## config.mk

```make
export PLATFORM = sky130hd
export DESIGN_NAME = cache_read_ctrl
export DESIGN_NICKNAME = d
export VERILOG_FILES = /design/src/rtl/cache_read_pkg.sv /design/src/rtl/rr_arbiter.sv /design/src/rtl/cache_read_ctrl.sv
export SDC_FILE = /design/constraint.sdc
export NUM_CORES = 1
export LEC_CHECK = 0
export ABC_AREA = 1
export BUFFER_PORTS_ARGS = -buffer_cell sky130_fd_sc_hd__buf_4
export CAP_MARGIN = 20
export CORE_MARGIN = 4
export CORE_UTILIZATION = 57
export CTS_BUF_LIST = sky130_fd_sc_hd__clkbuf_4 sky130_fd_sc_hd__clkbuf_8 sky130_fd_sc_hd__clkbuf_16
export CTS_CLUSTER_SIZE = 40
export DETAILED_ROUTE_END_ITERATION = 8
export PLACE_DENSITY = 0.89
export RECOVER_POWER = 25
export SLEW_MARGIN = 20
export SYNTH_ARGS = -nofsm -noshare
export SYNTH_HDL_FRONTEND = slang
export SYNTH_SLANG_ARGS = --single-unit
```

## constraint.sdc

```tcl
create_clock -name clk -period 3 [get_ports clk]
set_clock_uncertainty 0.1 [all_clocks]
set_input_delay 0.15 -clock clk [delete_from_list [all_inputs] [get_ports clk]]
set_output_delay 0.15 -clock clk [all_outputs]
set_load 0.1 [all_outputs]
```

## src/rtl/cache_read_pkg.sv

```systemverilog
// Shared state encodings and sizing helpers for the cache read controller.
package cache_read_pkg;

  typedef enum logic [1:0] {
    READ_IDLE   = 2'b00,
    READ_HIT    = 2'b01,
    READ_STALL  = 2'b10,
    READ_REPLAY = 2'b11
  } read_state_e;

  function automatic int port_w(input int n);
    return (n > 1) ? $clog2(n) : 1;
  endfunction

endpackage

```

## src/rtl/rr_arbiter.sv

```systemverilog
// Combinational round-robin select: first requester at or above rr_ptr,
// wrapping around.
module rr_arbiter
  import cache_read_pkg::*;
#(
  parameter  int NUM_PORTS = 4,
  localparam int PORT_W    = port_w(NUM_PORTS)
) (
  input  logic [NUM_PORTS-1:0] req,
  input  logic [PORT_W-1:0]    rr_ptr,
  output logic [PORT_W-1:0]    sel,
  output logic                 any_req
);

  logic [PORT_W-1:0] idx;

  always_comb begin
    sel     = '0;
    any_req = 1'b0;
    idx     = '0;
    for (int i = 0; i < NUM_PORTS; i++) begin
      idx = PORT_W'((int'(rr_ptr) + i) % NUM_PORTS);
      if (!any_req && req[idx]) begin
        any_req = 1'b1;
        sel     = idx;
      end
    end
  end

endmodule

```

## src/rtl/cache_read_ctrl.sv

```systemverilog
// Multi-port cache read controller: round-robin lookup, line fill on miss,
// then replay of the stalled owner's lookup.
module cache_read_ctrl
  import cache_read_pkg::*;
#(
  parameter  int NUM_PORTS = 4,
  parameter  int ADDR_W    = 16,
  parameter  int CNT_W     = 16,
  localparam int PORT_W    = port_w(NUM_PORTS)
) (
  input  logic                        clk,
  input  logic                        rst,
  input  logic [NUM_PORTS-1:0]        rd_en,
  input  logic [NUM_PORTS*ADDR_W-1:0] rd_addr,
  output logic [NUM_PORTS-1:0]        rd_gnt,
  output logic [PORT_W-1:0]           rd_port,
  output logic [ADDR_W-1:0]           lookup_addr,
  input  logic                        hit,
  output logic                        mem_req,
  output logic [ADDR_W-1:0]           mem_addr,
  input  logic                        mem_done,
  output logic [1:0]                  read_state,
  output logic [CNT_W-1:0]            miss_cnt
);

  read_state_e state, state_n;

  logic [PORT_W-1:0]    rr_ptr, rr_ptr_n;
  logic [PORT_W-1:0]    sel, port_n;
  logic                 any_req;
  logic [NUM_PORTS-1:0] gnt_n;
  logic                 mreq_n;
  logic [ADDR_W-1:0]    maddr_n;
  logic [CNT_W-1:0]     miss_n, miss_inc;
  logic [ADDR_W-1:0]    addr_a [NUM_PORTS];

  for (genvar g = 0; g < NUM_PORTS; g++) begin : g_addr
    assign addr_a[g] = rd_addr[g*ADDR_W +: ADDR_W];
  end

  function automatic logic [PORT_W-1:0] next_ptr(
    input logic [PORT_W-1:0] p
  );
    return PORT_W'((int'(p) + 1) % NUM_PORTS);
  endfunction

  function automatic logic [NUM_PORTS-1:0] onehot(
    input logic [PORT_W-1:0] p
  );
    logic [NUM_PORTS-1:0] v;
    v    = '0;
    v[p] = 1'b1;
    return v;
  endfunction

  rr_arbiter #(
    .NUM_PORTS(NUM_PORTS)
  ) u_arb (
    .req    (rd_en),
    .rr_ptr (rr_ptr),
    .sel    (sel),
    .any_req(any_req)
  );

  assign miss_inc   = (&miss_cnt) ? miss_cnt : miss_cnt + CNT_W'(1);
  assign read_state = state;

  always_comb begin
    state_n     = state;
    rr_ptr_n    = rr_ptr;
    gnt_n       = '0;
    port_n      = rd_port;
    mreq_n      = mem_req;
    maddr_n     = mem_addr;
    miss_n      = miss_cnt;
    lookup_addr = addr_a[rr_ptr];
    unique case (state)
      READ_IDLE, READ_HIT: begin
        state_n = READ_IDLE;
        if (any_req) begin
          lookup_addr = addr_a[sel];
          port_n      = sel;
          if (hit) begin
            state_n  = READ_HIT;
            gnt_n    = onehot(sel);
            rr_ptr_n = next_ptr(sel);
          end else begin
            state_n = READ_STALL;
            mreq_n  = 1'b1;
            maddr_n = addr_a[sel];
            miss_n  = miss_inc;
          end
        end
      end
      READ_STALL: begin
        lookup_addr = mem_addr;
        if (mem_done) begin
          mreq_n  = 1'b0;
          state_n = READ_REPLAY;
        end
      end
      READ_REPLAY: begin
        lookup_addr = addr_a[rd_port];
        if (!rd_en[rd_port]) begin
          state_n = READ_IDLE;
        end else if (hit) begin
          state_n  = READ_HIT;
          gnt_n    = onehot(rd_port);
          rr_ptr_n = next_ptr(rd_port);
        end else begin
          // line lost between fill and replay: refetch it
          state_n = READ_STALL;
          mreq_n  = 1'b1;
          maddr_n = addr_a[rd_port];
          miss_n  = miss_inc;
        end
      end
      default: state_n = READ_IDLE;
    endcase
  end

  always_ff @(posedge clk or posedge rst) begin
    if (rst) begin
      state    <= READ_IDLE;
      rr_ptr   <= '0;
      rd_gnt   <= '0;
      rd_port  <= '0;
      mem_req  <= 1'b0;
      mem_addr <= '0;
      miss_cnt <= '0;
    end else begin
      state    <= state_n;
      rr_ptr   <= rr_ptr_n;
      rd_gnt   <= gnt_n;
      rd_port  <= port_n;
      mem_req  <= mreq_n;
      mem_addr <= maddr_n;
      miss_cnt <= miss_n;
    end
  end

endmodule
```

==> results of run 1 <==
[through the flow]
stage / area (um2) / utilization, % / worst slack (ns) / hold slack [ns]
detailed placement: 5310 / 73.6 / 0.155 / 0.281
global route: 5620 / 77.9 / -0.0646 / 0.0337
finish: 5620 / 77.9 / 0.0219 / 0.0275
global placement: 5310 / 73.6 / 0.363 / 0.275
floorplan: 4260 / - / 0.0376 / 0.132
CTS: 5440 / 75.4 / -0.00182 / 0.00388
[worst max-delay path, delay by kind of cell (launching register included)]
family | cells | cell delay [ns]
buffers and inverters | 4 | 0.85
AND/OR/NAND/NOR | 8 | 1.11
flip-flops | 1 | 0.45
[flip-flops by register name, indices dropped and copies added (netlist names)]
name and flops:
rd_port 2, miss_cnt 16, rd_gnt 4, read_state 2, rr_ptr 2, mem_req 1
mem_addr 16
[logic make-up after synthesis]
kind of cell               synth area share (%)
adders and majority gates                 0.296
and+or+nand+nor                            40.3
xor gates and xnor gates                   3.11
buffers and inverters                      12.3
DFF                                        25.5
AOI/OAI and AO/OA                          18.6
[what timing repair did]
action / 4_1_cts / 5_1_grt
gates resized for setup: 4 / 31
buffers inserted: 0 / 9
gates cloned: 2 / 0
hold buffers: 1 / 0
pin swaps: 2 / 4
setup endpoints to repair: 16 / 16
hold endpoints to repair: 1 / 0
[cell usage in the layout (no fill, tap or decap), types with 2 or more instances in the layout]
| master | synthesis | routed |
|---|---|---|
| nand2_2 | 6 | 12 |
| xor2_1 | 10 | 10 |
| o32ai_1 | 4 | 4 |
| dfrtp_1 | 43 | 42 |
| clkbuf_4 | 0 | 3 |
| xnor2_1 | 5 | 5 |
| a21oi_1 | 41 | 41 |
| nor3_1 | 2 | 2 |
| nand2_1 | 261 | 255 |
| a211oi_1 | 4 | 4 |
| nand2_4 | 2 | 2 |
| nand4_1 | 37 | 37 |
| buf_8 | 0 | 4 |
| nand3_1 | 25 | 20 |
| a22o_1 | 2 | 2 |
| nor2_4 | 1 | 2 |
| nor2_1 | 57 | 56 |
| buf_6 | 4 | 13 |
| o22ai_1 | 29 | 29 |
| nand3_2 | 0 | 5 |
| a22oi_1 | 5 | 5 |
| nand3_4 | 2 | 4 |
| o21ai_0 | 24 | 24 |
| clkbuf_8 | 0 | 5 |
| inv_4 | 0 | 2 |
| inv_1 | 81 | 81 |
| a221oi_1 | 11 | 11 |
| inv_2 | 6 | 4 |
| buf_4 | 2 | 136 |
| nor3_2 | 2 | 2 |
| o221ai_1 | 5 | 5 |
[final timing paths]
| path | to | cells past startpoint | from |
|---|---|---|---|
| max | lookup_addr[8] | 12 | rr_ptr[0] |
| min | read_state[0] | 3 | mem_done |
| max reg2reg | mem_addr[14] | 11 | rd_port[0] |
| min reg2reg | miss_cnt[10] | 1 | miss_cnt[10] |
| max in group asynchronous | rr_ptr[0] | 2 | rst |
| min in group asynchronous | mem_addr[10] | 2 | rst |
[layer usage]
layer	wire (um)	global-route usage, %	vias to the layer above
li1	-	-	2603
met1	5860	44.8	2568
met2	7370	57.0	589
met3	2340	8.33	152
met4	1080	23.1	0
met5	0	0	-
[cell type report]
class                           count  area (um2)
Inverter                           88         335
Clock inverter                      2        12.5
Sequential cell                    43        1080
Timing Repair Buffer              158        1280
Fill cell                         556        1590
Multi-Input combinational cell    543        2720
Clock buffer                        6        76.3
Tap cell                           99         124
==> impl_table.tex, run 1 <==
\begin{tabular}{lr}
\hline
Metric & Value \\
\hline
\multicolumn{2}{l}{\textbf{Global routing}} \\
Global-route wire length before repair & 25800 um \\
Final global-route overflow total & 0 \\
Antenna violations before repair & 0 \\
Maximum number of pins on one net before global-route repair & 44 \\
Global-route usage over all layers & 36.4\% \\
Number of global-route vias before repair & 5714 \\
\multicolumn{2}{l}{\textbf{Synthesis}} \\
Sequential-to-total area share from yosys stat & 25.5\% \\
Number of synthesis warnings & 0 \\
Dominant cell type by area after synthesis & dfrtp\_1 \\
Number of flops mapped to enable cells by yosys & 0 \\
Share of flip-flops with an asynchronous set or reset after synthesis & 100\% \\
Syn Std Cell Area & 4230 um2 \\
Leading cell types by total area after synthesis & dfrtp\_1 25\%, nand2\_1 23\%, inv\_1 7.2\%, nand4\_1 5.5\%, nor2\_1 5.1\% \\
Most common cell in the synthesized netlist & nand2\_1 \\
Number of synthesized register bits & 43 \\
Area share of the largest cell type after synthesis & 25.5\% \\
Primary flip-flop cell chosen by synthesis mapping & dfrtp\_1 \\
Count of unique library cells instantiated by Yosys & 36 \\
Commonest cells in the synthesized netlist & 261 x nand2\_1, 81 x inv\_1, 57 x nor2\_1 \\
Gate count of the mapped netlist & 707 \\
Syn\_nets & between 700 and 800 \\
Post-synthesis area per instance & 5.98 um2 \\
\multicolumn{2}{l}{\textbf{Critical path}} \\
Flop-to-flop setup slack & 0.10 ns \\
Largest stage delay on the critical path & 0.45 ns \\
Cell chain of the critical path & clkbuf\_2, nand2\_1, nand3\_1, nand2\_1, nor2\_4, nand3\_4, nand2\_2, clkinv\_1, buf\_4, nand2\_1, nand3\_1, buf\_12 \\
Worst EP arrival & 2.73 ns \\
Data required time of the worst path & 2.75 ns \\
Slowest cell on crit path & dfrtp\_2 \\
Worst Setup Path Type & reg -> out \\
Cell repeated most along the worst path & nand2\_1 \\
Kind of start point of the critical path & flop \\
Worst-path maximum fanout & 11 \\
Category of the worst setup path capture point & output pin \\
\multicolumn{2}{l}{\textbf{Route}} \\
Via count & about 5900 \\
Detailed-route DRC error count & 29 \\
1st-pass router iterations & 9 \\
Iteration-0 DRC count of the detailed router & 958 \\
Detailed Route WL & 16600 um \\
Per-cell routed wire length & 17.7 um \\
Remaining antenna violation count after routing & 0 \\
Via density per instance & 6.30 \\
\multicolumn{2}{l}{\textbf{Clocking}} \\
Clock tree root buffer cell & clkbuf\_8 \\
CTS Sinks & 43 \\
Number of CTS-inserted buffers & 5 \\
Source-to-sink clock delay at the later pin of the worst-skew pair & around 0.31 ns \\
CTS tree & done \\
Clk buf depth & 2 \\
Total number of H-tree levels & 2 \\
Clock input transition at the sequential cells of the worst setup and hold paths & $\sim$0.1 ns \\
\multicolumn{2}{l}{\textbf{STA}} \\
Sum of negative setup slack & 0 ns \\
Slew at the pin closest to its max-slew limit & 1.77 ns \\
Fin crit period & 2.98 ns \\
Maximum frequency from static timing analysis & 0.336 GHz \\
Fin crit share & 99.3\% \\
Worst slew margin relative to its limit & -18.0\% \\
Number of failing hold endpoints at the final stage & 0 \\
Max-slew violations & 44 \\
Number of failing setup endpoints in the final timing report & 0 \\
\multicolumn{2}{l}{\textbf{Layout}} \\
Share of final-layout standard cells stronger than drive strength 1 & between 20\% and 30\% \\
Post-layout nets & 912 \\
Final antenna diode count & 0 \\
Layout area overhead & 33.0\% \\
Final standard cell count with taps included and fillers excluded & 939 \\
\multicolumn{2}{l}{\textbf{Placement}} \\
HPWL Detailed & 11600 um \\
Placer's final routability congestion estimate & 1.01 \\
Placed cell count & between 900 and 1000 \\
Port Buffer Count & between 100 and 150 \\
\multicolumn{2}{l}{\textbf{Floorplanning}} \\
Effective utilization at floorplan & between 50\% and 60\% \\
Core Footprint & 7210 um2 \\
Std-Cell Rows & 31 \\
Die Area & 8860 um2 \\
Height of the chip & 94.1 um \\
Number of placed I/O pins & $\sim$130 \\
Die Width & 94.1 um \\
\multicolumn{2}{l}{\textbf{Flow run}} \\
Max-Cap Viols & 1 \\
\multicolumn{2}{l}{\textbf{Min path}} \\
Hold crit path type & in -> reg \\
\multicolumn{2}{l}{\textbf{Outcome}} \\
Violated checks & design-rule violations, max-capacitance violations, max-slew violations \\
Run status & finished with violations \\
\hline
\end{tabular}
Power of run 1 is not shown: default switching activity piles up to over one toggle a cycle in this logic, so the estimate is an artifact.
==> run 2, diff against run 1 <==
--- a/config.mk
+++ b/config.mk
@@ -6,16 +6,17 @@
 export NUM_CORES = 1
 export LEC_CHECK = 0
 export ABC_AREA = 1
-export BUFFER_PORTS_ARGS = -buffer_cell sky130_fd_sc_hd__buf_4
 export CAP_MARGIN = 20
 export CORE_MARGIN = 4
-export CORE_UTILIZATION = 57
+export CORE_UTILIZATION = 60
 export CTS_BUF_LIST = sky130_fd_sc_hd__clkbuf_4 sky130_fd_sc_hd__clkbuf_8 sky130_fd_sc_hd__clkbuf_16
 export CTS_CLUSTER_SIZE = 40
 export DETAILED_ROUTE_END_ITERATION = 8
-export PLACE_DENSITY = 0.89
+export DONT_BUFFER_PORTS = 1
+export PLACE_DENSITY = 0.78
 export RECOVER_POWER = 25
 export SLEW_MARGIN = 20
 export SYNTH_ARGS = -nofsm -noshare
 export SYNTH_HDL_FRONTEND = slang
+export SYNTH_HIERARCHICAL = 1
 export SYNTH_SLANG_ARGS = --single-unit
==> impl_table.tex, run 2 <==
\begin{tabular}{lr}
\hline
Metric & Value \\
\hline
\multicolumn{2}{l}{\textbf{STA}} \\
Number of failing setup endpoints in the final timing report & 9 (+9) \\
Slew at the pin closest to its max-slew limit & 1.39 ns (-0.374 ns) \\
RSZ-0062 raised after global routing & yes \\
Final worst slack & -0.0952 ns (-0.117 ns) \\
Maximum frequency from static timing analysis & 0.323 GHz (-3.8\%) \\
Fin crit share & 103\% (+3.9 points) \\
Worst slew margin relative to its limit & 7.05\% (+25 points) \\
Number of failing hold endpoints at the final stage & 0 (unchanged) \\
Sum of negative setup slack & -0.341 ns (-0.341 ns) \\
Hold Worst Slack & 0.0480 ns (+0.0206 ns) \\
Max-slew violations & 0 (-100\%) \\
Fin crit period & 3.10 ns (+0.117 ns) \\
\multicolumn{2}{l}{\textbf{Synthesis}} \\
Sequential-to-total area share from yosys stat & 24.2\% (-1.2 points) \\
Leading cell types by total area after synthesis & nand2\_1 32\%, dfrtp\_1 24\%, nand3\_1 7.0\%, o21ai\_0 5.2\%, nand4\_1 5.1\% \\
Post-synthesis area per instance & 5.66 um2 (-5.4\%) \\
Number of synthesis warnings & 6 (+6) \\
Syn\_nets & 858 (+10\%) \\
Dominant cell type by area after synthesis & nand2\_1 \\
Commonest cells in the synthesized netlist & 381 x nand2\_1, 62 x nand3\_1, 49 x inv\_1 \\
Most common cell in the synthesized netlist & nand2\_1 \\
Number of synthesized register bits & 43 (unchanged) \\
Number of flops mapped to enable cells by yosys & 0 (unchanged) \\
Primary flip-flop cell chosen by synthesis mapping & dfrtp\_1 \\
Area share of the largest cell type after synthesis & 32.2\% (+6.7 points) \\
Share of flip-flops with an asynchronous set or reset after synthesis & 100\% (unchanged) \\
Gate count of the mapped netlist & 785 (+11\%) \\
Count of unique library cells instantiated by Yosys & 33 (-8.3\%) \\
Syn Std Cell Area & 4440 um2 (+5.1\%) \\
\multicolumn{2}{l}{\textbf{Placement}} \\
Placer's final routability congestion estimate & 0.906 (-9.9\%) \\
Port Buffer Count & 0 (-100\%) \\
HPWL Detailed & 10800 um (-7.2\%) \\
\multicolumn{2}{l}{\textbf{Layout}} \\
Area of the multi-input gates & 3070 um2 (+13\%) \\
Filler instances & 615 (+11\%) \\
Share of final-layout standard cells stronger than drive strength 1 & 14.3\% (-9.5 points) \\
Layout area overhead & 20.8\% \\
Post-layout nets & 905 (-0.77\%) \\
Top library cells by usage in the layout, fill and taps aside & 372 x nand2\_1, 54 x nand3\_1, 46 x nor2\_1, 45 x o21ai\_0, 44 x inv\_1 \\
Final antenna diode count & 0 (unchanged) \\
Register area & 1080 um2 (+0.23\%) \\
Most common cell after layout, fill and taps aside & nand2\_1 \\
Registers with the most flip-flops & mem\_addr: 16 flops, miss\_cnt: 16 flops, rd\_gnt: 4 flops \\
\multicolumn{2}{l}{\textbf{Min path}} \\
Worst hold start & rd\_addr[38] \\
Hold crit path type & in -> reg \\
Endpoint with the worst hold slack & mem\_addr[6] \\
Count of cells along the worst hold path & 6 (+3) \\
\multicolumn{2}{l}{\textbf{Critical path}} \\
Flop-to-flop setup slack & 0.09 ns (about the same) \\
Category of the worst setup path capture point & output pin \\
R2R cell count & 10 (-1) \\
Worst-path maximum fanout & 9 (-2) \\
Worst EP arrival & 2.85 ns (+0.12 ns) \\
Data required time of the worst path & 2.75 ns (about the same) \\
Kind of start point of the critical path & flop \\
Reg-to-Reg Start & miss\_cnt[1] \\
Worst Setup Path Type & reg -> out \\
Destination of the worst register-to-register timing path & miss\_cnt[10] \\
\multicolumn{2}{l}{\textbf{Floorplanning}} \\
Core Footprint & 7210 um2 (unchanged) \\
Die Width & 94.1 um (about the same) \\
Height of the chip & 94.1 um (about the same) \\
Std-Cell Rows & 31 (unchanged) \\
Effective utilization at floorplan & 61.6\% (+3.0 points) \\
Die Area & 8850 um2 (-0.16\%) \\
Number of placed I/O pins & 129 (unchanged) \\
\multicolumn{2}{l}{\textbf{Clocking}} \\
Source-to-sink clock delay at the later pin of the worst-skew pair & 0.31 ns (about the same) \\
CTS Sinks & 43 (unchanged) \\
Total number of H-tree levels & 2 (unchanged) \\
Clock input transition at the sequential cells of the worst setup and hold paths & 0.09 ns (about the same) \\
Number of CTS-inserted buffers & 5 (unchanged) \\
Clock tree root buffer cell & clkbuf\_8 \\
Clk buf depth & 2 (unchanged) \\
CTS tree & done \\
\multicolumn{2}{l}{\textbf{Route}} \\
1st-pass router iterations & 6 (-3) \\
Detailed-route DRC error count & 0 (-100\%) \\
Per-cell routed wire length & 17.4 um (-1.7\%) \\
Remaining antenna violation count after routing & 0 (unchanged) \\
Via count & 5596 (-5.3\%) \\
Via density per instance & 6.00 (-4.6\%) \\
Iteration-0 DRC count of the detailed router & 685 (-28\%) \\
Detailed Route WL & 16200 um (-2.4\%) \\
\multicolumn{2}{l}{\textbf{Global routing}} \\
Antenna violations before repair & 0 (unchanged) \\
Maximum number of pins on one net before global-route repair & 44 (unchanged) \\
Final global-route overflow total & 0 (unchanged) \\
Global-route usage over all layers & 36.3\% (-0.043 points) \\
Number of global-route vias before repair & 5232 (-8.4\%) \\
Global-route wire length before repair & 25400 um (-1.6\%) \\
\multicolumn{2}{l}{\textbf{Outcome}} \\
Run status & finished with violations \\
Violated checks & negative setup slack \\
\multicolumn{2}{l}{\textbf{Flow run}} \\
Max-Cap Viols & 0 (-1) \\
\hline
\end{tabular}
run 2: cell count changes in the layout (fill, tap and decap cells not counted), sizes merged, moves of 19 or more:
| cell | previous run | this run |
|---|---|---|
| clkbuf | 9 | 35 |
| o21ai | 25 | 47 |
| a21oi | 41 | 22 |
| buf | 154 | 44 |
| nand2 | 269 | 396 |
| o22ai | 29 | 4 |
| inv | 87 | 53 |
| nand3 | 29 | 68 |
run 2: how the worst max path moves through the flow:
stage,from,end,slack (ns),depth (start not counted)
final,rr_ptr[0],lookup_addr[15],-0.1,16
after floorplan,rr_ptr[0],lookup_addr[11],0.09,18
after global routing,rr_ptr[0],lookup_addr[7],-0.15,16
after global placement,rr_ptr[0],lookup_addr[4],0.12,15
after CTS,rr_ptr[0],lookup_addr[7],0.001,15
after detailed placement,rr_ptr[0],lookup_addr[13],0.02,17
run 2: repair_timing:
item	4_1_cts	5_1_grt
resized for setup	13	33
setup buffers	5	7
setup endpoints to repair	16	16
cloned	1	1
hold endpoints to repair	43	0
hold buffers	1	0
pin swaps	2	11
run 2: through the flow:
stage / cells / setup slack, ns / instance area (um2) / utilization, %
2_1_floorplan: 785 / 0.0943 / 4440 / -
3_3_place_gp: 909 / 0.124 / 5030 / 69.8
3_5_place_dp: 909 / 0.0230 / 5030 / 69.8
4_1_cts: 924 / 0.00102 / 5270 / 73.0
5_1_grt: 932 / -0.153 / 5370 / 74.4
6_report: 932 / -0.0952 / 5370 / 74.4
run 2: logic make-up after synthesis:
logic type / Yosys count / share of synthesized area (%)
compound gates: 78 / 9.18
buf+inv: 92 / 9.07
simple gates: 561 / 55.3
xor+xnor: 10 / 1.97
fa+ha+maj: 1 / 0.282
flops: 43 / 24.2
run 2: metal layers:
layer  vias up  share of wire (%)  track usage (%)
li1       2601                  -                -
met2       411                 46             58.8
met1      2488                 35             44.1
met5         -                  0                0
met3        96                 14             11.7
met4         0                4.5             15.8
run 2: area by class of cell:
| class | count | share of cell area [%] |
|---|---|---|
| inverters | 57 | 4.43 |
| multi-input cells | 650 | 57.2 |
| repair buffers | 74 | 13.2 |
| well taps | 99 | 2.31 |
| flip-flops and latches | 43 | 20.1 |
| clock buffers | 6 | 1.42 |
| repair inverters | 1 | 0.140 |
| clock inverters | 2 | 1.12 |
run 2: critical path, cell delays in order, from the launching register on:
cell        delay, ns
dfrtp_2          0.47
buf_12           0.16
nand2_2          0.10
nand3_2          0.09
nand2_2          0.12
inv_2            0.06
nand3_2          0.07
nand2_1          0.06
nand2_2          0.08
clkinvlp_4       0.20
nand2_4          0.18
clkinvlp_4       0.23
nand2_1          0.14
nand3_1          0.11
nand2_1          0.07
nand4_1          0.17
buf_12           0.21
Power of run 2 is left out for the same reason.
==> run 3, diff against run 2 <==
--- a/config.mk
+++ b/config.mk
@@ -13,6 +13,7 @@
 export CTS_CLUSTER_SIZE = 40
 export DETAILED_ROUTE_END_ITERATION = 8
 export DONT_BUFFER_PORTS = 1
+export MAX_ROUTING_LAYER = met4
 export PLACE_DENSITY = 0.78
 export RECOVER_POWER = 25
 export SLEW_MARGIN = 20
==> impl_table.tex, run 3 (synthesis results as in run 2) <==
\begin{tabular}{lr}
\hline
Metric & Value \\
\hline
\multicolumn{2}{l}{\textbf{Layout}} \\
Most common cell after layout, fill and taps aside & nand2\_1 \\
Final antenna diode count & 0 (unchanged) \\
Final Core Density & 77.0\% (+2.6 points) \\
Registers with the most flip-flops & mem\_addr: 16 flops, miss\_cnt: 16 flops, rd\_gnt: 4 flops \\
Layout area overhead & 25.0\% \\
Top library cells by usage in the layout, fill and taps aside & 369 x nand2\_1, 52 x nand3\_1, 46 x nor2\_1, 43 x o21ai\_0, 42 x inv\_1 \\
Share of final-layout standard cells stronger than drive strength 1 & 16.5\% (+2.2 points) \\
Final standard cell count with taps included and fillers excluded & 943 (+1.2\%) \\
Post-layout nets & 916 (+1.2\%) \\
Filler instances & 561 (-8.8\%) \\
\multicolumn{2}{l}{\textbf{Placement}} \\
Placer's final routability congestion estimate & 0.924 (+2.0\%) \\
HPWL Detailed & 10600 um (-1.3\%) \\
Placed cell count & 909 (unchanged) \\
Port Buffer Count & 0 (unchanged) \\
\multicolumn{2}{l}{\textbf{Floorplanning}} \\
Number of placed I/O pins & 129 (unchanged) \\
Height of the chip & 94.1 um (unchanged) \\
Effective utilization at floorplan & 61.6\% (unchanged) \\
Die Area & 8850 um2 (unchanged) \\
Std-Cell Rows & 31 (unchanged) \\
Die Width & 94.1 um (unchanged) \\
Core Footprint & 7210 um2 (unchanged) \\
\multicolumn{2}{l}{\textbf{STA}} \\
Slew at the pin closest to its max-slew limit & 1.40 ns (+0.00640 ns) \\
Maximum frequency from static timing analysis & 0.330 GHz (+2.2\%) \\
Fin crit share & 101\% (-2.2 points) \\
Number of failing hold endpoints at the final stage & 0 (unchanged) \\
Final worst slack & -0.0292 ns (+0.0660 ns) \\
RSZ-0062 raised after global routing & yes \\
Fin crit period & 3.03 ns (-0.0660 ns) \\
Worst slew margin relative to its limit & 6.62\% (-0.43 points) \\
Max-slew violations & 0 (unchanged) \\
Number of failing setup endpoints in the final timing report & 4 (-5) \\
\multicolumn{2}{l}{\textbf{Critical path}} \\
Category of the worst setup path capture point & output pin \\
Destination of the worst register-to-register timing path & miss\_cnt[5] \\
Worst EP arrival & 2.78 ns (-0.07 ns) \\
Flop-to-flop setup slack & 0.32 ns (+0.23 ns) \\
Slowest cell on crit path & dfrtp\_2 \\
Largest stage delay on the critical path & 0.48 ns (about the same) \\
Cell chain of the critical path & buf\_12, buf\_8, nand2\_4, nand3\_4, nand2\_4, nor2\_1, nor2\_2, nand2\_2, nand2\_4, clkinv\_8, buf\_12, nor2\_4, buf\_12, a21oi\_1, nand2\_1, nand2\_1, nand4\_1, buf\_12 \\
R2R cell count & 9 (-1) \\
Cell repeated most along the worst path & buf\_12 \\
Kind of start point of the critical path & flop \\
Data required time of the worst path & 2.75 ns (about the same) \\
Reg-to-Reg Start & miss\_cnt[3] \\
Worst Setup Path Type & reg -> out \\
Worst-path maximum fanout & 15 (+6) \\
\multicolumn{2}{l}{\textbf{Clocking}} \\
Clock tree root buffer cell & clkbuf\_8 \\
Source-to-sink clock delay at the later pin of the worst-skew pair & 0.32 ns (about the same) \\
CTS tree & done \\
CTS Sinks & 43 (unchanged) \\
Clk buf depth & 2 (unchanged) \\
Number of CTS-inserted buffers & 5 (unchanged) \\
Total number of H-tree levels & 2 (unchanged) \\
Clock input transition at the sequential cells of the worst setup and hold paths & 0.10 ns (about the same) \\
\multicolumn{2}{l}{\textbf{Route}} \\
Metal1 wirelength & 6060 um (+6.6\%) \\
Detailed-route DRC error count & 0 (unchanged) \\
Remaining antenna violation count after routing & 0 (unchanged) \\
Iteration-0 DRC count of the detailed router & 1087 (+59\%) \\
Via count & 5823 (+4.1\%) \\
Via density per instance & 6.17 (+2.8\%) \\
Met2 Wirelength & 7540 um (+0.45\%) \\
Uppermost layer routed & met4 \\
Detailed Route WL & 17200 um (+5.9\%) \\
1st-pass router iterations & 6 (unchanged) \\
Per-cell routed wire length & 18.2 um (+4.6\%) \\
Wire length on met3 & 2600 um (+13\%) \\
\multicolumn{2}{l}{\textbf{Min path}} \\
Count of cells along the worst hold path & 2 (-4) \\
Worst hold start & hit \\
Hold crit path type & in -> reg \\
Endpoint with the worst hold slack & rd\_gnt[2] \\
\multicolumn{2}{l}{\textbf{Global routing}} \\
Global-route wire length before repair & 24300 um (-4.5\%) \\
Final global-route overflow total & 0 (unchanged) \\
Antenna violations before repair & 0 (unchanged) \\
Maximum number of pins on one net before global-route repair & 44 (unchanged) \\
Number of global-route vias before repair & 4930 (-5.8\%) \\
Global-route usage over all layers & 35.7\% (-0.63 points) \\
\multicolumn{2}{l}{\textbf{Outcome}} \\
Run status & finished with violations \\
Violated checks & negative setup slack \\
\multicolumn{2}{l}{\textbf{Flow run}} \\
Max-Cap Viols & 0 (unchanged) \\
\hline
\end{tabular}
[run 3: cell count changes in the layout (fill, tap and decap cells not counted), moves of 3 or more]
cell and delta:
buf_12 +6, buf_4 +3, nand2_1 -3, nand3_2 +3
[run 3: through the flow]
step	instance area (um2)	setup slack, ns	hold slack (ns)	setup TNS (ns)
2_1_floorplan	4440	0.0943	0.282	0
5_1_grt	5550	-0.168	0.0615	-1.57
6_report	5550	-0.0292	0.0506	-0.0557
3_5_place_dp	5030	0.0553	0.208	0
3_3_place_gp	5030	0.108	0.192	0
4_1_cts	5170	0.00547	0.00736	0
[run 3: worst max-delay path by stage]
stage          cells after the start      start         endpoint  slack, ns
6_report                          18  rr_ptr[0]   lookup_addr[4]      -0.03
5_1_grt                           17  rr_ptr[0]   lookup_addr[1]      -0.17
4_1_cts                           16  rr_ptr[0]  lookup_addr[15]      0.005
3_5_place_dp                      14  rr_ptr[0]   lookup_addr[3]       0.06
3_3_place_gp                      15  rr_ptr[0]   lookup_addr[3]       0.11
2_1_floorplan                     18  rr_ptr[0]  lookup_addr[11]       0.09
[run 3: what timing repair did]
action / 4_1_cts / 5_1_grt
setup buffers: 2 / 19
hold buffers: 1 / 0
pin swaps: 0 / 17
endpoints found under the hold margin: 43 / 0
cloned: 0 / 4
resized for setup: 6 / 63
setup endpoints to repair: 16 / 16
[run 3: per-layer routing]
metal / global-route usage (%) / vias to the layer above
met4: 13.0 / 0
met5: - / -
met1: 46.7 / 2540
li1: - / 2626
met3: 7.37 / 136
met2: 54.8 / 521
[run 3: layout make-up]
cell class | count | area, um2 | share of cell area [%]
timing repair inverter | 1 | 5.00 | 0.0901
clock inverter | 3 | 20.0 | 0.360
tap | 99 | 124 | 2.23
multi-input combinational | 650 | 3120 | 56.2
sequential | 43 | 1080 | 19.4
clock buffer | 5 | 68.8 | 1.24
timing repair buffer | 85 | 891 | 16.0
inverter | 57 | 245 | 4.42
[run 3: worst max-delay path, delay by kind of cell, from the launching register on]
family          cells  cell delay [ns]
flops               1             0.48
compound gates      1             0.08
simple gates       11             1.01
buf+inv             6             0.91
Power of run 3 is left out for the same reason.
